**config.mk**
```make
export PLATFORM = sky130hd
export DESIGN_NAME = mio_bus_hs_flat
export DESIGN_NICKNAME = d
export VERILOG_FILES = /design/src/rtl/mio_bus_hs_if.sv /design/src/rtl/mio_bus_hs.sv /design/src/flat_wrapper.sv
export SDC_FILE = /design/constraint.sdc
export NUM_CORES = 1
export LEC_CHECK = 0
export CAP_MARGIN = 20
export CORE_AREA = 2 2 121 123
export DETAILED_ROUTE_END_ITERATION = 6
export DIE_AREA = 0 0 123 125
export GPL_TIMING_DRIVEN = 0
export PLACE_DENSITY = 0.83
export SKIP_CTS_REPAIR_TIMING = 1
export SLEW_MARGIN = 20
export SYNTH_ARGS = -nofsm -noshare
export SYNTH_HDL_FRONTEND = slang
export SYNTH_SLANG_ARGS = --single-unit
```
**constraint.sdc**
```tcl
create_clock -name clk -period 4.3 [get_ports clk]
set_clock_uncertainty 0.05 [all_clocks]
set_input_delay 0.645 -clock clk [delete_from_list [all_inputs] [get_ports clk]]
set_output_delay 0.645 -clock clk [all_outputs]
set_load 0.005 [all_outputs]
```
**src/rtl/mio_bus_hs_if.sv**
```systemverilog
// mio_bus_hs_if: bundle of the CPU-side and slave-side signals of the MMIO
// handshake bus decoder.
//   slave  modport : the decoder's view (CPU request in, slot strobes out)
//   master modport : the environment's view (CPU and peripherals)
// Signals:
//   cpu_req/cpu_we/cpu_addr/cpu_wdata   CPU access request
//   cpu_rdata/cpu_ready/cpu_err         registered completion
//   slv_sel/slv_we/slv_addr/slv_wdata   latched slot access
//   slv_rdata/slv_ack                   per-slot read data and completion
//   err_cnt                             saturating error counter
interface mio_bus_hs_if #(
    parameter int NSLV = 4,
    parameter int DW   = 32
);
    logic                 cpu_req;
    logic                 cpu_we;
    logic [31:0]          cpu_addr;
    logic [DW-1:0]        cpu_wdata;
    logic [DW-1:0]        cpu_rdata;
    logic                 cpu_ready;
    logic                 cpu_err;
    logic [NSLV-1:0]      slv_sel;
    logic                 slv_we;
    logic [31:0]          slv_addr;
    logic [DW-1:0]        slv_wdata;
    logic [NSLV*DW-1:0]   slv_rdata;
    logic [NSLV-1:0]      slv_ack;
    logic [7:0]           err_cnt;

    modport slave (
        input  cpu_req, cpu_we, cpu_addr, cpu_wdata, slv_rdata, slv_ack,
        output cpu_rdata, cpu_ready, cpu_err, slv_sel, slv_we, slv_addr,
               slv_wdata, err_cnt
    );

    modport master (
        output cpu_req, cpu_we, cpu_addr, cpu_wdata, slv_rdata, slv_ack,
        input  cpu_rdata, cpu_ready, cpu_err, slv_sel, slv_we, slv_addr,
               slv_wdata, err_cnt
    );
endinterface

```
**src/rtl/mio_bus_hs.sv**
```systemverilog
// mio_bus_hs: memory-mapped I/O decoder with request/ready handshake.
// Routes a CPU access to one of NSLV slots chosen by addr[31:28], waits for
// the slot's ack (bounded by TIMEOUT cycles) and returns a one-cycle
// registered ready pulse with an error flag. Errors are counted (saturating).
// Ports:
//   clk    rising-edge clock
//   rst_n  synchronous active-low reset
//   bus    mio_bus_hs_if.slave (CPU request/response + slot strobes)
module mio_bus_hs #(
    parameter int                NSLV     = 4,
    parameter int                DW       = 32,
    parameter logic [4*NSLV-1:0] SLV_BASE = {4'hf, 4'he, 4'hd, 4'h0},
    parameter int                TIMEOUT  = 15
) (
    input  logic          clk,
    input  logic          rst_n,
    mio_bus_hs_if.slave   bus
);

    typedef enum logic [1:0] {IDLE, ACCESS, RESP} state_t;

    state_t          state_q, state_d;
    logic [NSLV-1:0] sel_q, sel_d;
    logic            we_q, we_d;
    logic [31:0]     addr_q, addr_d;
    logic [DW-1:0]   wdata_q, wdata_d;
    logic [DW-1:0]   rdata_q, rdata_d;
    logic            ready_q, ready_d;
    logic            err_q, err_d;
    logic [7:0]      timer_q, timer_d;
    logic [7:0]      err_cnt_q, err_cnt_d;

    // Address decode; iterating downwards lets the lowest matching slot win.
    logic [NSLV-1:0] hit_oh;
    logic            hit;
    always_comb begin
        hit_oh = '0;
        hit    = 1'b0;
        for (int i = NSLV - 1; i >= 0; i--) begin
            if (bus.cpu_addr[31:28] == SLV_BASE[4*i +: 4]) begin
                hit_oh    = '0;
                hit_oh[i] = 1'b1;
                hit       = 1'b1;
            end
        end
    end

    // Read data and ack of the selected slot only; other slots are masked.
    logic [DW-1:0] sel_rdata;
    logic          sel_ack;
    always_comb begin
        sel_rdata = '0;
        for (int i = 0; i < NSLV; i++) begin
            sel_rdata = sel_rdata | (bus.slv_rdata[DW*i +: DW] & {DW{sel_q[i]}});
        end
        sel_ack = |(bus.slv_ack & sel_q);
    end

    always_comb begin
        state_d   = state_q;
        sel_d     = sel_q;
        we_d      = we_q;
        addr_d    = addr_q;
        wdata_d   = wdata_q;
        rdata_d   = rdata_q;
        ready_d   = 1'b0;
        err_d     = 1'b0;
        timer_d   = timer_q;
        err_cnt_d = err_cnt_q;
        case (state_q)
            IDLE: begin
                if (bus.cpu_req) begin
                    if (hit) begin
                        sel_d   = hit_oh;
                        we_d    = bus.cpu_we;
                        addr_d  = {4'h0, bus.cpu_addr[27:0]};
                        wdata_d = bus.cpu_wdata;
                        timer_d = '0;
                        state_d = ACCESS;
                    end else begin
                        // Unmapped: respond straight away with an error.
                        ready_d = 1'b1;
                        err_d   = 1'b1;
                        state_d = RESP;
                    end
                end
            end
            ACCESS: begin
                // Ack wins over a timeout expiring in the same cycle.
                if (sel_ack) begin
                    if (!we_q) rdata_d = sel_rdata;
                    ready_d = 1'b1;
                    sel_d   = '0;
                    we_d    = 1'b0;
                    state_d = RESP;
                end else if (timer_q == 8'(TIMEOUT - 1)) begin
                    ready_d = 1'b1;
                    err_d   = 1'b1;
                    sel_d   = '0;
                    we_d    = 1'b0;
                    state_d = RESP;
                end else begin
                    timer_d = timer_q + 8'd1;
                end
            end
            RESP: begin
                // err_q is the cpu_err being presented this cycle.
                if (err_q && err_cnt_q != 8'hff) err_cnt_d = err_cnt_q + 8'd1;
                state_d = IDLE;
            end
            default: state_d = IDLE;
        endcase
    end

    always_ff @(posedge clk) begin
        if (!rst_n) begin
            state_q   <= IDLE;
            sel_q     <= '0;
            we_q      <= 1'b0;
            addr_q    <= '0;
            wdata_q   <= '0;
            rdata_q   <= '0;
            ready_q   <= 1'b0;
            err_q     <= 1'b0;
            timer_q   <= '0;
            err_cnt_q <= '0;
        end else begin
            state_q   <= state_d;
            sel_q     <= sel_d;
            we_q      <= we_d;
            addr_q    <= addr_d;
            wdata_q   <= wdata_d;
            rdata_q   <= rdata_d;
            ready_q   <= ready_d;
            err_q     <= err_d;
            timer_q   <= timer_d;
            err_cnt_q <= err_cnt_d;
        end
    end

    assign bus.cpu_rdata = rdata_q;
    assign bus.cpu_ready = ready_q;
    assign bus.cpu_err   = err_q;
    assign bus.slv_sel   = sel_q;
    assign bus.slv_we    = we_q;
    assign bus.slv_addr  = addr_q;
    assign bus.slv_wdata = wdata_q;
    assign bus.err_cnt   = err_cnt_q;

endmodule

```
**src/flat_wrapper.sv**
```systemverilog
// flat-port wrapper written by rule: the top's interface ports become plain ports
module mio_bus_hs_flat 
#(
    parameter int                NSLV     = 4,
    parameter int                DW       = 32,
    parameter logic [4*NSLV-1:0] SLV_BASE = {4'hf, 4'he, 4'hd, 4'h0},
    parameter int                TIMEOUT  = 15
)
  (clk, rst_n, bus_cpu_req, bus_cpu_we, bus_cpu_addr, bus_cpu_wdata, bus_slv_rdata, bus_slv_ack, bus_cpu_rdata, bus_cpu_ready, bus_cpu_err, bus_slv_sel, bus_slv_we, bus_slv_addr, bus_slv_wdata, bus_err_cnt);
  mio_bus_hs_if #(.NSLV(NSLV), .DW(DW)) bus_i ();
  input  logic clk;
  input  logic rst_n;
  input wire logic [$bits(bus_i.cpu_req)-1:0] bus_cpu_req;
  input wire logic [$bits(bus_i.cpu_we)-1:0] bus_cpu_we;
  input wire logic [$bits(bus_i.cpu_addr)-1:0] bus_cpu_addr;
  input wire logic [$bits(bus_i.cpu_wdata)-1:0] bus_cpu_wdata;
  input wire logic [$bits(bus_i.slv_rdata)-1:0] bus_slv_rdata;
  input wire logic [$bits(bus_i.slv_ack)-1:0] bus_slv_ack;
  output wire logic [$bits(bus_i.cpu_rdata)-1:0] bus_cpu_rdata;
  output wire logic [$bits(bus_i.cpu_ready)-1:0] bus_cpu_ready;
  output wire logic [$bits(bus_i.cpu_err)-1:0] bus_cpu_err;
  output wire logic [$bits(bus_i.slv_sel)-1:0] bus_slv_sel;
  output wire logic [$bits(bus_i.slv_we)-1:0] bus_slv_we;
  output wire logic [$bits(bus_i.slv_addr)-1:0] bus_slv_addr;
  output wire logic [$bits(bus_i.slv_wdata)-1:0] bus_slv_wdata;
  output wire logic [$bits(bus_i.err_cnt)-1:0] bus_err_cnt;
  assign bus_i.cpu_req = bus_cpu_req;
  assign bus_i.cpu_we = bus_cpu_we;
  assign bus_i.cpu_addr = bus_cpu_addr;
  assign bus_i.cpu_wdata = bus_cpu_wdata;
  assign bus_i.slv_rdata = bus_slv_rdata;
  assign bus_i.slv_ack = bus_slv_ack;
  assign bus_cpu_rdata = bus_i.cpu_rdata;
  assign bus_cpu_ready = bus_i.cpu_ready;
  assign bus_cpu_err = bus_i.cpu_err;
  assign bus_slv_sel = bus_i.slv_sel;
  assign bus_slv_we = bus_i.slv_we;
  assign bus_slv_addr = bus_i.slv_addr;
  assign bus_slv_wdata = bus_i.slv_wdata;
  assign bus_err_cnt = bus_i.err_cnt;
  mio_bus_hs #(.NSLV(NSLV), .DW(DW), .SLV_BASE(SLV_BASE), .TIMEOUT(TIMEOUT)) u_core (.clk(clk), .rst_n(rst_n), .bus(bus_i));
endmodule
```
# Yosys cells after proc, flatten, opt, wreduce, memory -nomap -nowiden
# Cells that the tools add are included.
totals:
  register_bits: 117
  output_inout_bits: 111
op_classes:
  bitwise_logic: 9
  n_addsub: 2
  n_reduce_logical: 11
  n_eq_ne: 12
  muxes: 35
ops:
  columns: ["op", "count"]
  rows:
  - ["AND 32 bit", 4]
  - ["bitwise OR 32 bit", 3]
  - ["two-way mux 4 bit", 8]
  - ["two-way mux 8 bit", 4]
  - ["adder 8 x 1 -> 8 bit, second input constant", 2]
  - ["one-hot mux 8 bit (2 select lines)", 1]
  - ["two-way mux 1 bit", 13]
  - ["== test 4 bit, second input constant", 3]
  - ["== test 8 x 4 -> 1 bit, second input constant", 1]
  - ["two-way mux 2 bit", 4]
  - ["inequality test 8 bit, second input constant", 1]
  - ["one-hot mux 4 bit (2 select lines)", 1]
  - ["inequality test 2 bit, second input constant", 3]
  - ["one-hot mux 1 bit (2 select lines)", 3]
  - ["AND reduction 3 bit", 2]
  - ["AND reduction 5 bit", 1]
  - ["AND 4 bit", 1]
  - ["zero test 4 bit", 1]
  - ["one-hot mux 2 bit (2 select lines)", 1]
  - ["AND reduction 2 bit", 2]
  - ["AND reduction 4 bit", 1]
  - ["OR reduction 4 bit", 1]
  - ["inequality test 3 x 1 -> 1 bit, second input constant", 1]
  - ["== test 2 x 1 -> 1 bit, second input constant", 1]
  - ["other kinds (6)", 6]

# Longest topological paths before layout
logic_depth:
  depth_word: 8
  mapped_depth: 7
  ltp_nobuf: 6

# Least setup slack after synthesis
# No wires, ideal clock.
synth_path:
  kind: "in2reg"
  startpoint: "in bus_cpu_addr[28]"
  endpoint: "reg u_core.sel_q[2] (netlist: u_core.bus.slv_sel[2])"
  setup_ps: 69
  arrival_ps: 1807
  path_stages: 6
  setup_slack_ps: 2374
  cell_sequence: "nor4_2 -> or2_2 -> nand2_2 -> buf_6 -> or4_1 -> o21ai_1"
synth_via:
  elab_chain_len: 7
  elab_cells_between_ends: 16
  classes_between: "eq/ne (4); mux (10); reduce/logical (2)"
synth_lines:
  columns: ["element", "line", "source"]
  rows:
  - ["start: declaration", "flat_wrapper.sv:15", "input wire logic [$bits(bus_i.cpu_addr)-1:0] bus_cpu_addr;"]
  - ["== test 4 bit", "mio_bus_hs.sv:40", "if (bus.cpu_addr[31:28] == SLV_BASE[4*i +: 4]) begin"]
  - ["two-way mux 1 bit / two-way mux 4 bit (equally long branches) (3 in series)", "mio_bus_hs.sv:40", null]
  - ["two-way mux 1 bit / two-way mux 4 bit (equally long branches)", "mio_bus_hs.sv:40, mio_bus_hs.sv:73", null]
  - ["inequality test 2 x 1 -> 1 bit (no source line) / two-way mux 4 bit (equally long branches)", null, null]
  - ["AND reduction 4 bit (no source line) / one-hot mux 4 bit (2 select lines) (equally long branches)", null, null]
  - ["end signal: assignment", "mio_bus_hs.sv:129", "sel_q <= sel_d;"]
  - ["end: declaration", "mio_bus_hs.sv:23", "logic [NSLV-1:0] sel_q, sel_d;"]
# Parallel ways exist; a longest one is shown, timed or not. The select of a mux whose other input is x is not followed.
# A chain may end at the register's enable or synchronous reset.

# Worst setup path in the final report
layout_path:
  startpoint: "in bus_slv_ack[2]"
  endpoint: "reg u_core.rdata_q[15] (netlist: u_core.bus.cpu_rdata[15])"
layout_via:
  elab_chain_len: 3
layout_lines:
  columns: ["element", "line", "source"]
  rows:
  - ["start: declaration", "flat_wrapper.sv:18", "input wire logic [$bits(bus_i.slv_ack)-1:0] bus_slv_ack;"]
  - ["AND 4 bit", "mio_bus_hs.sv:56", "sel_ack = |(bus.slv_ack & sel_q);"]
  - ["OR reduction 4 bit", "mio_bus_hs.sv:56", null]
  - ["AND reduction 3 bit (no source line)", null, null]
  - ["end signal: assignment", "mio_bus_hs.sv:133", "rdata_q <= rdata_d;"]
  - ["end: declaration", "mio_bus_hs.sv:27", "logic [DW-1:0] rdata_q, rdata_d;"]
# No other way between the ends.

==> out/qor.yml <==
run:
  drv_cap: 0
place:
  dpl.hpwl_mm: 14.40
  place_area_mm2: 0.008223
  place_congestion: 0.8422
  numPortBuffers: 306
  pre_cts_slack_ps: 1563
pwr:
  seqPwrFrac_pct: 36.9
  swShare_pct: 22.04
  p_clk_share_pct: 51.6
  p_int_mw: 2.367
  p_sw_mw: 0.6690
  p_per_area_mw_per_mm2: 341.8
  leakagePower_nw: 2.996
  vdd_drop_max_uv: 332.9
  comb_power_share_pct: 11.4
clock_network:
  cts_max_level: 4
  clk_latency_ps: 420
  numCtsBuffers: 17
  path_clk_slew_ps: 60
  clock-root-buffer: "clkbuf_16"
  clockBufferDepth: 2
  cts_sinks: 117
  cts_tree: "done"
hold_path:
  whs_path_depth: 2
  hp-class: "reg -> reg"
  hold_end: "u_core.bus.slv_addr[16]"
  min_from: "u_core.bus.slv_addr[16]"
sta:
  finalMaxSlewViolations: 0
  rsz0062_at_grt: "no"
  min_period_ps: 2298
  tns_ps: 0
  fmax_ghz: 0.4352
  worstMarginPinSlew_ps: 673.1
  hold_violations: 0
  setup_viol: 0
  fin_crit_sh_pct: 53.43
  relSlewSlack_pct: 55.13
  worst_slack_ps: 2002
setup_path:
  critPathMaxFanout: 10
  required_ps: 4520
  endpoint_kind: "flip-flop"
  cp.arrival_ps: 2510
  r2r_end: "u_core.bus.cpu_rdata[15]"
  ff2ff_path_depth: 6
  regToRegStartpoint: "u_core.bus.slv_sel[0]"
  criticalPathCategory: "in -> reg"
  start_kind: "input port"
  ff2ff_setup_slack_ps: 2150
final_layout:
  final_cell_mix: "clkdlybuf4s50_1, nand2_1, dfxtp_1, a21oi_1, a22oi_1"
  final_cell_area_mm2: 0.008882
  multiInputGateArea_mm2: 0.002322
  seqCellArea_mm2: 0.002342
  final_common_cell: "clkdlybuf4s50_1"
  syn_to_final_growth_pct: 80.59
  fin_nets: 1124
  layout-drive-gt1-share_pct: 6.959
  n_fill_cell: 1201
synth:
  yosysTopAreaCell: "dfxtp_1"
  yosysTopAreaCellShare_pct: 47.62
  synth_seq_area_share_pct: 47.62
  yosysUniqueCellTypes: 42
  ys.flop_type: "dfxtp_1"
  synth_edf_count: 0
  post_synth.cell_area_avg_um2: 8.294
  synth.area.top_cells: "dfxtp_1, nand2_1, a22oi_1"
  netlist_area_mm2: 0.004918
  yosys_register_bits: 117
  synthArstFlopShare_pct: 0
  yosys_warnings: 0
  synthCells: 593
grt:
  grtUsageTotal_pct: 24.43
  grt_max_degree: 17
  grt_antenna_before_repair: 2
  grt_pass1_vias: 5579
  grt_pass1_wl_mm: 29.14
  gr-total-overflow: 0
routing:
  first_pass_iters: 5
  ant_nets: 0
  drt-total-wl_mm: 18.99
  viasPerCell: 5.049
  dr_total_vias: 5655
  wire_per_inst_um: 16.95
  drc: 0
  drt_iter0_markers: 305
floorplanning:
  die_y_um: 125
  core_mm2: 0.01420
  die_w_um: 123
  dieArea_mm2: 0.01538
  rows: 44
  start_util_pct: 34.63
  num_io_pins: 311
outcome:
  outcome: "complete, no violations"
==> logic make-up after synthesis <==
| logic type | count (synthesis) | synth area share [%] |
|---|---|---|
| mux | 1 | 0.2035 |
| compound gates | 180 | 24.70 |
| simple gates | 225 | 19.46 |
| other cells | 1 | 0.07624 |
| flops | 117 | 47.62 |
| fa+ha+maj | 3 | 0.7632 |
| xor+xnor | 10 | 1.781 |
| buf+inv | 56 | 5.393 |
==> per-stage QoR <==
step | utilization [%] | power, mW | instances | hold slack [ps]
4_1_cts | 62.50 | 3.052 | 1118 | 403.5
2_1_floorplan | - | 1.231 | 596 | 402.7
3_5_place_dp | 57.89 | 1.491 | 1086 | 395.7
3_3_place_gp | 57.89 | 1.486 | 1086 | 390.7
5_1_grt | 62.54 | 3.137 | 1120 | 418.5
6_report | 62.54 | 3.036 | 1120 | 401.6
==> layout make-up <==
cell class	count	area share, %
antenna	2	0.05635
buffer	52	2.817
clock buffer	17	4.789
clock inverter	15	2.578
inverter	4	0.1690
multi-input combinational	423	26.14
sequential	117	26.37
tap	184	2.592
timing repair buffer	306	34.48
==> sequential cells by signal (all words and copies together), names as in the netlist <==
signal / cells
u_core.bus.slv_wdata: 32
u_core.bus.slv_sel: 4
u_core.bus.cpu_rdata: 32
u_core.bus.err_cnt: 8
u_core.timer_q: 8
u_core.bus.slv_addr: 28
u_core.bus.slv_we: 1
u_core.bus.cpu_ready: 1
u_core.bus.cpu_err: 1
u_core.state_q: 2
==> cells in the mapped netlist (all sizes together), types with 3 or more instances <==
cell	number
clkbuf	27
nand4	5
a22oi	64
ha	3
buf	25
nand3	10
dfxtp	117
o21ai	9
inv	4
xor2	6
a21oi	67
nand2	138
xnor2	4
nor2	49
a311oi	32
nand2b	4
nor3	5
or3	3
==> worst max-delay path, stage by stage <==
cell and delay, ps:
clkdlybuf4s50_1 520, a22o_1 260, nor2_2 110, nor3_4 380, clkbuf_1 430, a311oi_1 170
==> power by group through the flow <==
stage | combinational [mW] | sequential [mW] | clock [mW]
after floorplan | 0.0839 | 1.15 | 0
after global placement | 0.342 | 1.14 | 0
after detailed placement | 0.346 | 1.15 | 0
after CTS | 0.348 | 1.12 | 1.58
after global routing | 0.375 | 1.12 | 1.64
final | 0.347 | 1.12 | 1.57
==> worst max path at each step <==
stage                                start                       end
after floorplan           bus_cpu_addr[28]     u_core.bus.slv_sel[2]
after global placement      bus_slv_ack[2]  u_core.bus.cpu_rdata[12]
after detailed placement    bus_slv_ack[2]  u_core.bus.cpu_rdata[15]
after CTS                   bus_slv_ack[2]  u_core.bus.cpu_rdata[15]
after global routing        bus_slv_ack[2]   u_core.bus.cpu_rdata[5]
final                       bus_slv_ack[2]  u_core.bus.cpu_rdata[15]
==> routing by layer <==
| layer | up-vias | wire length [um] | GRT usage, % |
|---|---|---|---|
| li1 | 2767 | - | - |
| met1 | 2602 | 7420 | 27.35 |
| met2 | 246 | 9282 | 41.37 |
| met3 | 40 | 1762 | 8.987 |
| met4 | 0 | 519 | 10.36 |
| met5 | - | 0 | 0 |
No activity file was read; power rests on OpenSTA's default activity.
